$ cat config.mk
export PLATFORM = sky130hd
export DESIGN_NAME = regfile_dumper
export DESIGN_NICKNAME = d
export VERILOG_FILES = /design/src/rtl/regfile_dumper.sv
export SDC_FILE = /design/constraint.sdc
export NUM_CORES = 1
export LEC_CHECK = 0
export CORE_MARGIN = 2
export CORE_UTILIZATION = 47
export CTS_BUF_LIST = sky130_fd_sc_hd__clkbuf_4 sky130_fd_sc_hd__clkbuf_8
export CTS_CLUSTER_SIZE = 8
export DETAILED_ROUTE_END_ITERATION = 12
export HOLD_SLACK_MARGIN = 0.02
export PLACE_DENSITY = 0.92
export SLEW_MARGIN = 20
export SYNTH_ARGS = -nofsm -noshare
export SYNTH_HDL_FRONTEND = slang
export SYNTH_SLANG_ARGS = --single-unit
$ cat constraint.sdc
create_clock -name i_clk -period 4.3 [get_ports i_clk]
set_clock_uncertainty 0.1 [all_clocks]
set_input_delay 0.86 -clock i_clk [delete_from_list [all_inputs] [get_ports i_clk]]
set_output_delay 0.86 -clock i_clk [all_outputs]
set_load 0.02 [all_outputs]
$ cat src/rtl/regfile_dumper.sv
// regfile_dumper: debug read-out engine for the 32 x 32-bit register file.
// Walks START_ADDR..END_ADDR through a dedicated read port and streams each
// register out over a valid/ready handshake, tagged with its index.
// Optional feature macro: REGDUMP_CHECKSUM_EN appends an XOR checksum beat.
module regfile_dumper #(
  parameter int START_ADDR = 1,
  parameter int END_ADDR   = 31
) (
  input  logic        i_clk,
  input  logic        i_arst_n,
  input  logic        i_start,
  input  logic        i_abort,
  output logic [4:0]  o_rd_addr,
  input  logic [31:0] i_rdata,
  output logic        o_valid,
  input  logic        i_ready,
  output logic [31:0] o_data,
  output logic [4:0]  o_idx,
  output logic        o_last,
  output logic        o_busy,
  output logic        o_done
);

  localparam logic [1:0] S_IDLE = 2'd0;
  localparam logic [1:0] S_LOAD = 2'd1;
  localparam logic [1:0] S_SEND = 2'd2;
`ifdef REGDUMP_CHECKSUM_EN
  localparam logic [1:0] S_CSUM = 2'd3;
`endif

  localparam logic [4:0] L_START = 5'(START_ADDR);
  localparam logic [4:0] L_END   = 5'(END_ADDR);

  logic [1:0]  r_state;
  logic [4:0]  r_addr;
  logic [31:0] r_data;
  logic [4:0]  r_idx;
  logic        r_last;
  logic        r_done;
`ifdef REGDUMP_CHECKSUM_EN
  logic [31:0] r_csum;
`endif

  logic w_at_end;
  assign w_at_end = (r_addr == L_END);

  // The read address is the walking address register itself, so it is registered.
  assign o_rd_addr = r_addr;
  assign o_busy    = (r_state != S_IDLE);
  assign o_done    = r_done;

`ifdef REGDUMP_CHECKSUM_EN
  // The checksum beat overrides the captured register payload.
  always_comb begin
    o_valid = (r_state == S_SEND) || (r_state == S_CSUM);
    o_data  = (r_state == S_CSUM) ? r_csum : r_data;
    o_idx   = (r_state == S_CSUM) ? 5'd0 : r_idx;
    o_last  = (r_state == S_CSUM) ? 1'b1 : r_last;
  end
`else
  // Beat fields come straight from the capture registers.
  always_comb begin
    o_valid = (r_state == S_SEND);
    o_data  = r_data;
    o_idx   = r_idx;
    o_last  = r_last;
  end
`endif

  // Dump FSM: start/abort arbitration, register capture, handshake and done pulse.
  always_ff @(posedge i_clk or negedge i_arst_n) begin
    if (!i_arst_n) begin
      r_state <= S_IDLE;
      r_addr  <= 5'd0;
      r_data  <= 32'd0;
      r_idx   <= 5'd0;
      r_last  <= 1'b0;
      r_done  <= 1'b0;
`ifdef REGDUMP_CHECKSUM_EN
      r_csum  <= 32'd0;
`endif
    end else begin
      r_done <= 1'b0;
      case (r_state)
        S_IDLE: begin
          // Abort wins over a simultaneous start.
          if (i_start && !i_abort) begin
            r_addr  <= L_START;
            r_state <= S_LOAD;
`ifdef REGDUMP_CHECKSUM_EN
            r_csum  <= 32'd0;
`endif
          end
        end
        S_LOAD: begin
          if (i_abort) begin
            r_state <= S_IDLE;
          end else begin
            r_data  <= i_rdata;
            r_idx   <= r_addr;
`ifdef REGDUMP_CHECKSUM_EN
            r_last  <= 1'b0;
`else
            r_last  <= w_at_end;
`endif
            r_state <= S_SEND;
          end
        end
        S_SEND: begin
          if (i_abort) begin
            r_state <= S_IDLE;
          end else if (i_ready) begin
`ifdef REGDUMP_CHECKSUM_EN
            r_csum <= r_csum ^ r_data;
`endif
            if (!w_at_end) begin
              r_addr  <= r_addr + 5'd1;
              r_state <= S_LOAD;
            end else begin
`ifdef REGDUMP_CHECKSUM_EN
              r_state <= S_CSUM;
`else
              r_state <= S_IDLE;
              r_done  <= 1'b1;
`endif
            end
          end
        end
`ifdef REGDUMP_CHECKSUM_EN
        S_CSUM: begin
          if (i_abort) begin
            r_state <= S_IDLE;
          end else if (i_ready) begin
            r_state <= S_IDLE;
            r_done  <= 1'b1;
          end
        end
`endif
        default: r_state <= S_IDLE;
      endcase
    end
  end

endmodule

Yosys cells after proc, flatten, opt, wreduce, memory -nomap -nowiden
Index checks and enable logic that the tools add are counted.

$add $sub $neg: 1. Equality and inequality tests: 8. Multiplexer cells: 15. Bitwise gates (word level): 1. Reduce and logical (&&, ||, !) cells: 8.

Operators with widths (count): $mux W5 (4); $pmux W5 S2 (1); $mux W2 (4); $ne A2 B2 Y1 const B (3); $pmux W2 S3 (1); $add A5 B1 Y5 const B (1); $eq A5 B5 Y1 const B (1); $mux W1 (5); $reduce_and A5 Y1 (1); $reduce_and A2 Y1 (2); $reduce_bool A2 Y1 (2); $ne A3 B2 Y1 const B (1); $eq A2 B1 Y1 const B (1); $eq A2 B2 Y1 const B (1); $logic_not A2 Y1 (1); $ne A2 B1 Y1 const B (1); $logic_and A1 B1 Y1 (1); $logic_not A1 Y1 (1); $not A1 Y1 (1).

Register bits after elaboration: 46. Input bits: 37. Output and inout port bits: 46. Logic and storage cells: 39.

Longest topological paths before layout
Word-level depth: 5. Depth in mapped cells: 6. Depth with buffers taken out: 6.

Worst setup path after synthesis
OpenSTA, ideal clock, no wires.

Path type: register to register. Start: register r_addr[0], in the netlist o_rd_addr[0]. End: register r_addr[4], in the netlist o_rd_addr[4]. Library setup time: 79 ps. Arrival time: 1636 ps. Data required time: 4121 ps. Slack: 2484 ps. Stages on the path, launching flop included: 7. Path buffers: 0. Clock period less this slack: 1816 ps. Cells stage by stage: dfrtp_1 ha_1 and3_1 ha_1 and3b_1 o21ai_2 mux2i_1.

Longest elaborated chain between the ends: 5. Elaborated cells on any way between the ends: 8. Those cells by class: 1 x add/sub; 2 x eq/ne; 4 x mux; 1 x reduce/logical.

RTL lines: start: declaration (line 35) `logic [4:0] r_addr;`; start signal: assignment (line 117) `r_addr <= r_addr + 5'd1;`; $add A5 B1 Y5 (line 117); $mux W5 (line 116) `if (!w_at_end) begin`; $mux W5 (line 112) `end else if (i_ready) begin`; $mux W5 (line 110) `if (i_abort) begin`; $pmux W5 S2 (line 84) `case (r_state)`.

Parallel ways exist; a longest one is shown, timed or not. The select of a mux whose other input is x is not followed. A chain may end at the register's enable or synchronous reset.

Final worst setup path
Start: input port i_abort. End: register r_data[7], in the netlist o_data[7].

Longest elaborated chain between the ends: 2.

RTL lines: start: declaration (line 12) `input logic i_abort,`; $not A1 Y1 (no source line); $reduce_and A2 Y1 (no source line); end signal: assignment (line 99) `r_data <= i_rdata;`; end: declaration (line 36) `logic [31:0] r_data;`.

Every way passes these cells.

==> metrics.csv <==
metric;value;unit
wire_per_inst;18.1;microns
vdd_drop_max;302;uV
worstSetupStartpointType;primary input;
antenna_found_initial;0;
seqPwrFrac;0.392;
grt.overflow.total;0;
final_max_slew_viol_count;0;
hold_class;reg -> reg;
tritoncts;yes;
switching_power;0.425;mW
rsz0062_at_grt;no;
drcViolationCount;0;
syn-num-nets;159;
drtIter0Drc;32;
grt.total_usage;0.213;
start_util;0.487;
top_level_ports;83;
dr.pass1.iters;3;
nets;245;
critical_path_class;in -> reg;
utilization;0.732;
clock_tree.root_cell;clkbuf_8;
cts_buffers;5;
ys_seq_elements;46;
path_clk_slew;0.09;ns
cts_resized;0;
die_w;68.4;microns
cp_max_fo;24;
slowest_stage;clkdlybuf4s50_1;
maxCapViolCount;0;
io_buffers;82;
synth-async-reset-ratio;1.00;
fin_tns_setup;0;ns
area_growth;50.1;%
period_share;0.628;
synth_edf_count;0;
status;complete, no violations;
die_y;68.4;microns
crit_chain;clkdlybuf4s50_1, nor2_4, buf_4, mux2_2;
via_per_inst;5.02;
cts_hold_buf;0;
synth.distinct_cells;30;
placed_cell_area;0.00278;sq mm
diodes;0;
rows;23;
grt_max_degree;47;
slew_headroom;0.619;
layout_common_cells;clkdlybuf4s50_1 (81), dfrtp_1 (46), mux2_4 (20);
swShare;0.284;
synth_ff_type;dfrtp_1;
vias;1284;
grt_pass1_wl;7070;microns
final.min_clock_period;2.70;ns
holdWs;0.412;ns
post_cts_buffers;0;
place_ws;1.31;ns
hpwl;3440;microns
critPathMaxStageDelay;0.56;ns
finalHoldViolations;0;
cp.arrival;2.78;ns
synth_seq_area_share;0.591;
htreeDepth;2;
grt_pass1_vias;1384;
clk_path_buf_depth;2;
fin_ws;1.60;ns
p_leak;1.27;nW
syn_inst;119;
cellInternalPower;1.07;mW
fmax;370;MHz
synth_area;0.00195;sq mm
setup_viol;0;
p_total;1.50;mW
cts_sinks;46;
clkPwrFrac;0.260;
worst_pin_slew;0.571;ns
postRouteAntennaNets;0;
combPwrFrac;0.348;
dieArea;0.00468;sq mm
crit_required;4.38;ns
core_area;0.00400;sq mm
avgSynthCellArea;16.4;sq um
final_cells;256;
place_inst;248;
gp_congestion;0.808;
fin_area;0.00293;sq mm
nFillCells;254;
wl;4630;microns
p_per_area;511;mW/mm^2
yosysWarnings;0;
insertion_delay;0.29;ns
final_common_cell;clkdlybuf4s50_1;
end_kind;flip-flop;
post_route_cells_drive_above_1_share;0.252;
sequential cells by signal, summed over array words and instances (netlist names):
name	cells
o_data	32
o_idx	5
o_rd_addr	5
r_state	2
o_done	1
o_last	1
final timing paths:
check / from / to / slack [ns] / cells after the start
setup / recovery: i_abort / o_data[7]$_DFFE_PN0N_ / 1.60 / 4
hold / removal: o_data[12]$_DFFE_PN0N_ / o_data[12]$_DFFE_PN0N_ / 0.41 / 1
setup reg to reg: r_state[1]$_DFFE_PN0P_ / o_data[7]$_DFFE_PN0N_ / 2.16 / 4
hold reg to reg: o_data[12]$_DFFE_PN0N_ / o_data[12]$_DFFE_PN0N_ / 0.41 / 1
max in group asynchronous: i_arst_n / o_data[24]$_DFFE_PN0N_ / 3.25 / 1
min in group asynchronous: i_arst_n / o_data[7]$_DFFE_PN0N_ / 0.46 / 1
final cells by class:
class,instances,area (sq um),share of cell area
sequential,46,1150,0.393
timing repair buffer,83,826,0.282
multi-input combinational,66,733,0.251
clock buffer,6,82.6,0.0282
tap,50,62.6,0.0214
clock inverter,2,60.1,0.0205
inverter,3,11.3,0.00385
power groups by stage:
stage          combinational, mW  clock [mW]  sequential [mW]
4_1_cts                    0.526       0.393            0.589
6_report                   0.520       0.389            0.587
2_1_floorplan              0.136           0            0.708
3_5_place_dp               0.524           0            0.597
3_3_place_gp               0.507           0            0.590
5_1_grt                    0.546       0.415            0.600
per-layer routing:
layer	wire length [microns]	GRT usage
met3	150	0.0411
met5	0	0
met1	1810	0.252
met4	107	0.0925
met2	2560	0.374
Yosys cell counts, types with 2 or more instances:
| cell type | n | area (sq um) |
|---|---|---|
| mux2i_1 | 2 | 20.0 |
| mux2_2 | 18 | 203 |
| dfrtp_1 | 46 | 1150 |
| a22o_1 | 2 | 17.5 |
| mux2_4 | 20 | 300 |
| buf_12 | 2 | 40.0 |
| ha_1 | 3 | 37.5 |
| nand2b_1 | 2 | 12.5 |
| inv_1 | 3 | 11.3 |
cell families (layout without fill, tap and decap cells):
| group | after synthesis | in the layout | share of synthesized area |
|---|---|---|---|
| fa+ha+maj | 3 | 3 | 0.0193 |
| xor+xnor | 1 | 1 | 0.00449 |
| buf+inv | 7 | 94 | 0.0359 |
| simple gates | 15 | 15 | 0.0533 |
| flops | 46 | 46 | 0.590 |
| compound gates | 7 | 7 | 0.0282 |
| mux | 40 | 40 | 0.268 |
critical path, delay by kind of cell:
kind | cells | cell delay (ns)
buffers and inverters | 2 | 1.01
multiplexers | 1 | 0.39
AND/OR/NAND/NOR | 1 | 0.50
(Power assumes the default switching activity.)
